File: config.mk
export PLATFORM = sky130hd
export DESIGN_NAME = result_packer_flat
export DESIGN_NICKNAME = d
export VERILOG_FILES = /design/src/rtl/result_packer_pkg.sv /design/src/rtl/result_packer_if.sv /design/src/rtl/result_packer_fifo.sv /design/src/rtl/result_packer.sv /design/src/flat_wrapper.sv
export SDC_FILE = /design/constraint.sdc
export NUM_CORES = 1
export LEC_CHECK = 0
export ABC_CLOCK_PERIOD_IN_PS = 28000
export BUFFER_PORTS_ARGS = -buffer_cell sky130_fd_sc_hd__buf_2
export CAP_MARGIN = 10
export CORE_ASPECT_RATIO = 0.9
export CORE_MARGIN = 1
export CORE_UTILIZATION = 64
export DETAILED_ROUTE_END_ITERATION = 10
export PLACE_DENSITY = 0.85
export SLEW_MARGIN = 40
export SYNTH_ARGS = -nofsm -noshare
export SYNTH_HDL_FRONTEND = slang
export SYNTH_HIERARCHICAL = 1
export SYNTH_SLANG_ARGS = --single-unit
File: constraint.sdc
create_clock -name clk_i -period 28 [get_ports clk_i]
set_clock_uncertainty 0.15 [all_clocks]
set_input_delay 7 -clock clk_i [delete_from_list [all_inputs] [get_ports clk_i]]
set_output_delay 7 -clock clk_i [all_outputs]
set_load 0.1 [all_outputs]
File: src/rtl/result_packer_pkg.sv
// Shared widths and helpers for the coding unit and its neighbours.
package result_packer_pkg;

    localparam int unsigned BYTE = 8;
    localparam int unsigned WORD = 32;

    // Width of a lane counter able to hold 0..pack.
    function automatic int unsigned cnt_width(input int unsigned pack);
        return $clog2(pack + 1);
    endfunction

    // Width of a packed word made of pack results of data_w bits.
    function automatic int unsigned packed_width(input int unsigned data_w, input int unsigned pack);
        return data_w * pack;
    endfunction

endpackage

File: src/rtl/result_packer_if.sv
// Result input, flush method and packed-word output of the result packer.
interface result_packer_if
    import result_packer_pkg::*;
#(
    parameter int unsigned DATA_WIDTH = WORD,
    parameter int unsigned PACK       = 4
);
    localparam int unsigned CNT_W = cnt_width(PACK);
    localparam int unsigned PW    = packed_width(DATA_WIDTH, PACK);

    logic                  res_rdy_i;
    logic [DATA_WIDTH-1:0] res_data_i;
    logic                  res_en_o;
    logic                  flush_en_i;
    logic                  flush_rdy_o;
    logic                  out_en_i;
    logic                  out_rdy_o;
    logic [PW-1:0]         out_data_o;
    logic [CNT_W-1:0]      out_cnt_o;

    // Environment side: upstream producer, flush requester and downstream consumer.
    modport master (
        output res_rdy_i, res_data_i, flush_en_i, out_en_i,
        input  res_en_o, flush_rdy_o, out_rdy_o, out_data_o, out_cnt_o
    );

    // Packer side.
    modport slave (
        input  res_rdy_i, res_data_i, flush_en_i, out_en_i,
        output res_en_o, flush_rdy_o, out_rdy_o, out_data_o, out_cnt_o
    );
endinterface

File: src/rtl/result_packer_fifo.sv
// Generic synchronous FIFO; head shows the oldest entry, stale when empty.
module result_packer_fifo #(
    parameter int unsigned WIDTH = 8,
    parameter int unsigned DEPTH = 2
) (
    input  logic             clk_i,
    input  logic             rst_i,
    input  logic             push,
    input  logic             pop,
    input  logic [WIDTH-1:0] wdata,
    output logic [WIDTH-1:0] head,
    output logic             full,
    output logic             empty
);
    localparam int unsigned PTR_W = (DEPTH > 1) ? $clog2(DEPTH) : 1;
    localparam int unsigned OCC_W = $clog2(DEPTH + 1);

    logic [WIDTH-1:0] mem [DEPTH];
    logic [PTR_W-1:0] wr_ptr;
    logic [PTR_W-1:0] rd_ptr;
    logic [OCC_W-1:0] occ;
    logic             do_push;
    logic             do_pop;

    function automatic logic [PTR_W-1:0] ptr_next(input logic [PTR_W-1:0] p);
        return (p == PTR_W'(DEPTH - 1)) ? '0 : p + PTR_W'(1);
    endfunction

    assign full    = (occ == OCC_W'(DEPTH));
    assign empty   = (occ == '0);
    assign do_push = push & ~full;
    assign do_pop  = pop & ~empty;
    assign head    = mem[rd_ptr];

    // Storage, pointers and occupancy; simultaneous push and pop keep occupancy.
    always_ff @(posedge clk_i or posedge rst_i) begin
        if (rst_i) begin
            for (int i = 0; i < int'(DEPTH); i++) begin
                mem[i] <= '0;
            end
            wr_ptr <= '0;
            rd_ptr <= '0;
            occ    <= '0;
        end else begin
            if (do_push) begin
                mem[wr_ptr] <= wdata;
                wr_ptr      <= ptr_next(wr_ptr);
            end
            if (do_pop) begin
                rd_ptr <= ptr_next(rd_ptr);
            end
            if (do_push && !do_pop) begin
                occ <= occ + OCC_W'(1);
            end else if (do_pop && !do_push) begin
                occ <= occ - OCC_W'(1);
            end
        end
    end
endmodule

File: src/rtl/result_packer.sv
// Drains results from the coding unit, packs PACK of them per word and queues the words.
module result_packer
    import result_packer_pkg::*;
#(
    parameter int unsigned DATA_WIDTH = WORD,
    parameter int unsigned PACK       = 4,
    parameter int unsigned FIFO_DEPTH = 2
) (
    input  logic            clk_i,
    input  logic            rst_i,
    result_packer_if.slave  io
);
    localparam int unsigned CNT_W = cnt_width(PACK);
    localparam int unsigned IDX_W = (PACK > 1) ? $clog2(PACK) : 1;
    localparam int unsigned PW    = packed_width(DATA_WIDTH, PACK);

    logic [IDX_W-1:0]                 idx;
    logic [PACK-1:0][DATA_WIDTH-1:0]  lanes;
    logic [PACK-1:0][DATA_WIDTH-1:0]  word_lanes;
    logic [CNT_W-1:0]                 push_cnt;
    logic [PW+CNT_W-1:0]              fifo_head;
    logic                             fifo_full;
    logic                             fifo_empty;
    logic                             last;
    logic                             res_en;
    logic                             flush_rdy;
    logic                             flush_fire;
    logic                             push;

    // Handshake glue: the completing capture and the flush both need a free FIFO slot.
    assign last       = (idx == IDX_W'(PACK - 1));
    assign res_en     = io.res_rdy_i & ~rst_i & ~(last & fifo_full);
    assign flush_rdy  = (idx != '0) & ~fifo_full;
    assign flush_fire = io.flush_en_i & flush_rdy;
    assign push       = (res_en & last) | flush_fire;

    assign io.res_en_o    = res_en;
    assign io.flush_rdy_o = flush_rdy;
    assign io.out_rdy_o   = ~fifo_empty;
    assign io.out_data_o  = fifo_head[PW-1:0];
    assign io.out_cnt_o   = fifo_head[PW +: CNT_W];

    // Word being pushed: current lanes plus any same-cycle datum, counting it first.
    always_comb begin
        word_lanes = lanes;
        if (res_en) begin
            word_lanes[idx] = io.res_data_i;
        end
        push_cnt = CNT_W'(idx) + CNT_W'(res_en);
    end

    // Lane registers and lane index; a push restarts an empty word.
    always_ff @(posedge clk_i or posedge rst_i) begin
        if (rst_i) begin
            idx   <= '0;
            lanes <= '0;
        end else if (push) begin
            idx   <= '0;
            lanes <= '0;
        end else if (res_en) begin
            lanes[idx] <= io.res_data_i;
            idx        <= idx + IDX_W'(1);
        end
    end

    result_packer_fifo #(
        .WIDTH (PW + CNT_W),
        .DEPTH (FIFO_DEPTH)
    ) u_fifo (
        .clk_i (clk_i),
        .rst_i (rst_i),
        .push  (push),
        .pop   (io.out_en_i),
        .wdata ({push_cnt, word_lanes}),
        .head  (fifo_head),
        .full  (fifo_full),
        .empty (fifo_empty)
    );
endmodule

File: src/flat_wrapper.sv
// flat-port wrapper written by rule: the top's interface ports become plain ports
module result_packer_flat import result_packer_pkg::*;
#(
    parameter int unsigned DATA_WIDTH = WORD,
    parameter int unsigned PACK       = 4,
    parameter int unsigned FIFO_DEPTH = 2
)
  (clk_i, rst_i, io_res_rdy_i, io_res_data_i, io_flush_en_i, io_out_en_i, io_res_en_o, io_flush_rdy_o, io_out_rdy_o, io_out_data_o, io_out_cnt_o);
  result_packer_if #(.DATA_WIDTH(DATA_WIDTH), .PACK(PACK)) io_i ();
  input  logic clk_i;
  input  logic rst_i;
  input wire logic [$bits(io_i.res_rdy_i)-1:0] io_res_rdy_i;
  input wire logic [$bits(io_i.res_data_i)-1:0] io_res_data_i;
  input wire logic [$bits(io_i.flush_en_i)-1:0] io_flush_en_i;
  input wire logic [$bits(io_i.out_en_i)-1:0] io_out_en_i;
  output wire logic [$bits(io_i.res_en_o)-1:0] io_res_en_o;
  output wire logic [$bits(io_i.flush_rdy_o)-1:0] io_flush_rdy_o;
  output wire logic [$bits(io_i.out_rdy_o)-1:0] io_out_rdy_o;
  output wire logic [$bits(io_i.out_data_o)-1:0] io_out_data_o;
  output wire logic [$bits(io_i.out_cnt_o)-1:0] io_out_cnt_o;
  assign io_i.res_rdy_i = io_res_rdy_i;
  assign io_i.res_data_i = io_res_data_i;
  assign io_i.flush_en_i = io_flush_en_i;
  assign io_i.out_en_i = io_out_en_i;
  assign io_res_en_o = io_i.res_en_o;
  assign io_flush_rdy_o = io_i.flush_rdy_o;
  assign io_out_rdy_o = io_i.out_rdy_o;
  assign io_out_data_o = io_i.out_data_o;
  assign io_out_cnt_o = io_i.out_cnt_o;
  result_packer #(.DATA_WIDTH(DATA_WIDTH), .PACK(PACK), .FIFO_DEPTH(FIFO_DEPTH)) u_core (.clk_i(clk_i), .rst_i(rst_i), .io(io_i));
endmodule
==> results.json, run 1 <==
{
  "status": "finished, final reports clean",
  "place_area_um2": 19400,
  "yosys.area_share.simple_pct": 6.85,
  "cts_hold_buf": 0,
  "io_buffer_count": 170,
  "finalCritPeriodShare_pct": 54.2,
  "clockBufferDepth": 3,
  "synth-main-ff-cell": "dfrtp_1",
  "worstPathMaxFanout": 6,
  "synth_nets": 1451,
  "max_freq_mhz": 65.8,
  "maxCapViolCount": 0,
  "maxSlewHeadroom_pct": 38.9,
  "synth_cell_types": 32,
  "critical_path.cell_chain": "buf_2 > nand2b_4 > nor2_1 > buf_2",
  "slowest_stage": "buf_2",
  "setup_tns_ns": 0,
  "final_core_util_pct": 73.0,
  "ys_warn_count": 6,
  "ys_seq_area_share_pct": 53.2,
  "tritoncts": "yes",
  "grt_usage_pct": 32.5,
  "cts.sinks": 396,
  "cp.arrival_ns": 8.04,
  "place.gp.congestion": 0.813,
  "hold_viol_final": 0,
  "drc": 0,
  "setup_viol": 0,
  "clock_latency_ns": 0.52,
  "die_h_um": 164,
  "fin_area_um2": 20700,
  "vias": 12600,
  "layout_min_cycle_time_ns": 15.19,
  "area_growth_pct": 10.9,
  "viasPerCell": 6.64,
  "synth-xor-area-share_pct": 0.235,
  "drtIter0Drc": 1250,
  "ys_ff_latch": 396,
  "fp.dieW_um": 182,
  "post-synth-top-area-cell": "dfrtp_1",
  "synth_top_family_by_area": "multiplexers",
  "htree_levels": 2,
  "grt_max_degree": 115,
  "rows": 58,
  "cp.required_ns": 20.85,
  "antenna_found_initial": 5,
  "hold_class": "reg2reg",
  "firstDrtPassIters": 5,
  "syn_area_um2": 18600,
  "syn_inst": 1407,
  "design.portCount": 171,
  "cp-end-kind": "output port",
  "cts_setup_buffers": 0,
  "cp_common_cell": "buf_2",
  "cp_slowest_stage_delay_ns": 0.47,
  "rsz0062_at_grt": "false",
  "core-area_um2": 28300,
  "dp_cells": 1830,
  "final_common_cell": "dfrtp_1",
  "seq_area_um2": 9910,
  "nFillCells": 1799,
  "grt_pass1_wl_um": 74000,
  "final_cell_mix": "dfrtp_1 (395), mux2_2 (305), buf_2 (170), mux2_4 (119)",
  "die_area_um2": 29800,
  "ctsRootBufferMaster": "clkbuf_16",
  "grt_pass1_vias": 12800,
  "multi_input_area_um2": 7910,
  "synth_top_area_share_pct": 53.2,
  "routedWlPerCell_um": 25.0,
  "synth_mux_area_share_pct": 28.1,
  "layout.nets": 1556,
  "clkTransAtPathRegs_ns": 0.06,
  "cts_made_buffers": 40,
  "slew_violations": 0,
  "synth_area_leaders": "dfrtp_1 (53%), mux2_2 (18%), mux2_4 (9.6%)",
  "drt-total-wl_um": 47500,
  "worstSetupPathType": "in2out",
  "grt_overflow": 0,
  "synthAdderAreaFrac_pct": 0.470,
  "syn-mean-instance-area_um2": 13.2,
  "stdcell_count": 1899,
  "r2r_cells": 10,
  "drtAntennaViolNets": 0,
  "whs_path_depth": 1,
  "synth_enable_flop_cells": 0,
  "synth_compound_area_share_pct": 6.66,
  "start_util_pct": 65.8,
  "post_route_cells_drive_above_1_share_pct": 44.9,
  "dpl.hpwl_um": 28300,
  "start_kind": "input pin",
  "ctsResizeCount": 0,
  "worstMarginPinSlew_ns": 0.917,
  "ys_async_sr_fraction_pct": 100
}
==> cells by family after synthesis <==
logic type,count (synthesis)
multiplexers,425
AO/OA/AOI/OAI,197
XOR/XNOR,5
adder cells (fa/ha/maj),7
AND/OR/NAND/NOR,241
flip-flops,396
buffers and inverters,136
==> synthesized netlist by cell type (13+ instances only) <==
cell type    n
mux2_2     305
a21oi_1     96
buf_2       36
nor2b_1     32
dfrtp_1    396
nand2_1     97
o31ai_1     96
clkbuf_1    56
mux2_4     119
nand4_1     96
buf_6       13
==> per-stage QoR <==
step / hold WS, ns / setup WS (ns)
6_report: 0.347 / 12.81
5_1_grt: 0.354 / 12.79
4_1_cts: 0.347 / 12.84
3_5_place_dp: 0.335 / 12.85
3_3_place_gp: 0.329 / 12.86
2_1_floorplan: 0.306 / 11.96
==> final timing paths <==
check | start | end | slack [ns]
max in group asynchronous | rst_i | u_core/u_fifo/mem[24] | 19.99
worst min-delay path | u_core/u_fifo/wr_ptr | u_core/u_fifo/wr_ptr | 0.35
worst max register to register | u_core/idx[0] | u_core/u_fifo/mem[48] | 23.06
worst max-delay path | rst_i | io_res_en_o | 12.81
worst min register to register | u_core/u_fifo/wr_ptr | u_core/u_fifo/wr_ptr | 0.35
min in group asynchronous | rst_i | u_core/u_fifo/mem[125] | 6.47
==> routing by layer <==
layer | vias up | part of all wire, % | wire length, µm | GRT usage [%]
li1 | 5329 | - | - | -
met1 | 6403 | 39 | 18500 | 42.2
met2 | 687 | 47 | 22100 | 51.0
met3 | 182 | 8.9 | 4250 | 8.03
met4 | 4 | 5.4 | 2580 | 17.0
met5 | - | 0.048 | 23 | 0
==> state kept, by name, indices dropped and copies added, names as in the netlist <==
register,count
u_core/u_fifo/mem,262
u_core/lanes,128
u_core/idx,2
u_core/u_fifo/occ,2
u_core/u_fifo/rd_ptr,1
u_core/u_fifo/wr_ptr,1
==> worst max-delay path, delay by kind of cell <==
family / cells / cell delay (ns)
AND/OR/NAND/NOR: 2 / 0.37
buffers and inverters: 2 / 0.66
==> cell type report <==
class                           count  area share, %
Sequential cell                   396           48.0
Multi-Input combinational cell    875           38.3
Clock inverter                      9          0.351
Timing Repair Buffer              189           5.04
Clock buffer                       58           5.86
Antenna cell                        2         0.0242
Tap cell                          360           2.18
Inverter                           10          0.266
Power of run 1 is not shown: default switching activity piles up to over one toggle a cycle in this logic, so the estimate is an artifact.
==> run 2, diff against run 1 <==
- ABC_CLOCK_PERIOD_IN_PS: 28000 -> 14050
- CORE_UTILIZATION: 64 -> 60
- PLACE_DENSITY: 0.85 -> 0.8
- clock period: 28 -> 14.05 ns (I/O delays scaled with it)
==> run 2 against run 1 <==
Non-clock buffer count stayed put. Final area increased by 0.28%. First-iteration DRC count increased by 1.0%. Die area is 6.6% higher. Critical endpoint unchanged. Flip-flop and latch count stayed put. Clock-buffer cell count rose by 3. Critical path type unchanged. Global-route usage fell by 2.6 points. Hold slack gained 0.0018 ns.
==> results.json, run 2 (synthesis results as in run 1) <==
{
  "htree_levels": 2,
  "area_growth_pct": 11.2,
  "maxCapViolCount": 0,
  "worstPathMaxFanout": 6,
  "largest_reg_flops": 262,
  "hold_viol_final": 0,
  "drt-total-wl_um": 46900,
  "seq_area_um2": 9910,
  "design.portCount": 171,
  "clkTransAtPathRegs_ns": 0.05,
  "die_h_um": 169,
  "grt_pass1_vias": 12500,
  "status": "finished, final reports clean",
  "drtIter0Drc": 1263,
  "grt_pass1_wl_um": 73400,
  "cp.required_ns": 10.39,
  "rows": 60,
  "cts.sinks": 396,
  "ctsResizeCount": 0,
  "finalCritPeriodShare_pct": 58.0,
  "die_area_um2": 31800,
  "clockBufferDepth": 3,
  "maxSlewHeadroom_pct": 39.9,
  "setup_viol": 0,
  "max_freq_mhz": 123,
  "final_cell_mix": "dfrtp_1 (395), mux2_2 (305), buf_2 (170), mux2_4 (119)",
  "layout.nets": 1557,
  "post_route_cells_drive_above_1_share_pct": 44.7,
  "cts_hold_buf": 0,
  "start_kind": "input pin",
  "start_util_pct": 61.7,
  "grt_usage_pct": 29.9,
  "place.gp.congestion": 0.814,
  "worstMarginPinSlew_ns": 0.901,
  "grt_overflow": 0,
  "rsz0062_at_grt": "false",
  "clock_latency_ns": 0.53,
  "multi_input_area_um2": 7910,
  "routedWlPerCell_um": 24.1,
  "nFillCells": 2148,
  "io_buffer_count": 170,
  "cp-end-kind": "output port",
  "vias": 12300,
  "tritoncts": "yes",
  "reg_top3": "u_core/u_fifo/mem: 262 flops, u_core/lanes: 128 flops",
  "final_common_cell": "dfrtp_1",
  "viasPerCell": 6.35,
  "firstDrtPassIters": 5,
  "hold_class": "reg2reg",
  "cp.arrival_ns": 4.48,
  "setup_tns_ns": 0,
  "layout_min_cycle_time_ns": 8.14,
  "antenna_found_initial": 1,
  "ctsRootBufferMaster": "clkbuf_16",
  "worstSetupPathType": "in2out",
  "drc": 0,
  "regMostFlops": "u_core/u_fifo/mem",
  "cts_made_buffers": 41,
  "cts_setup_buffers": 0,
  "grt_max_degree": 135,
  "drtAntennaViolNets": 0,
  "fp.dieW_um": 188,
  "slew_violations": 0,
  "dpl.hpwl_um": 28400,
  "core-area_um2": 30200
}
## run 2: cell types whose count changed in the layout (fill, tap and decap cells not counted), sizes merged
cell,delta
clkinv,-1
bufinv,+1
clkinvlp,-1
diode,-1
inv,+1
clkbuf,+2
buf,+1
## run 2: layout make-up
type	count	share of cell area [%]
antenna	1	0.0121
clock inverter	9	0.477
tap	403	2.43
inverter	10	0.254
clock buffer	61	5.85
multi-input combinational	875	38.2
sequential	396	47.8
timing repair buffer	189	4.94
## run 2: metrics by stage
stage / utilization (%) / hold WS [ns] / instance area, µm² / instances / setup WS (ns)
finish: 68.7 / 0.348 / 20700 / 1944 / 5.91
global route: 68.6 / 0.355 / 20700 / 1943 / 5.89
CTS: 68.6 / 0.352 / 20700 / 1943 / 5.92
detailed placement: 64.3 / 0.339 / 19400 / 1873 / 5.92
global placement: 64.2 / 0.328 / 19400 / 1873 / 5.95
floorplan: - / 0.306 / 18600 / 1407 / 3.06
## run 2: final timing paths
kind	slack [ns]	to	startpoint	depth (start not counted)
min reg2reg	0.35	u_core/u_fifo/mem[134]	u_core/u_fifo/mem[134]	1
min	0.35	u_core/u_fifo/mem[134]	u_core/u_fifo/mem[134]	1
max	5.91	io_res_en_o	rst_i	4
max reg2reg	9.13	u_core/u_fifo/mem[54]	u_core/idx[0]	10
max in group asynchronous	9.51	u_core/lanes[29]	rst_i	3
min in group asynchronous	2.98	u_core/u_fifo/mem[129]	rst_i	2
## run 2: critical path, stage by stage
cell      delay, ns
buf_2          0.19
nand2b_4       0.17
nor2_1         0.15
buf_2          0.45
## run 2: layer usage
layer,wire [µm],vias to the layer above,track usage [%]
li1,-,5327,-
met1,19300,6291,41.7
met2,21300,602,44.6
met3,4010,129,7.05
met4,2270,0,13.9
met5,0,-,0
Power of run 2 is left out for the same reason.
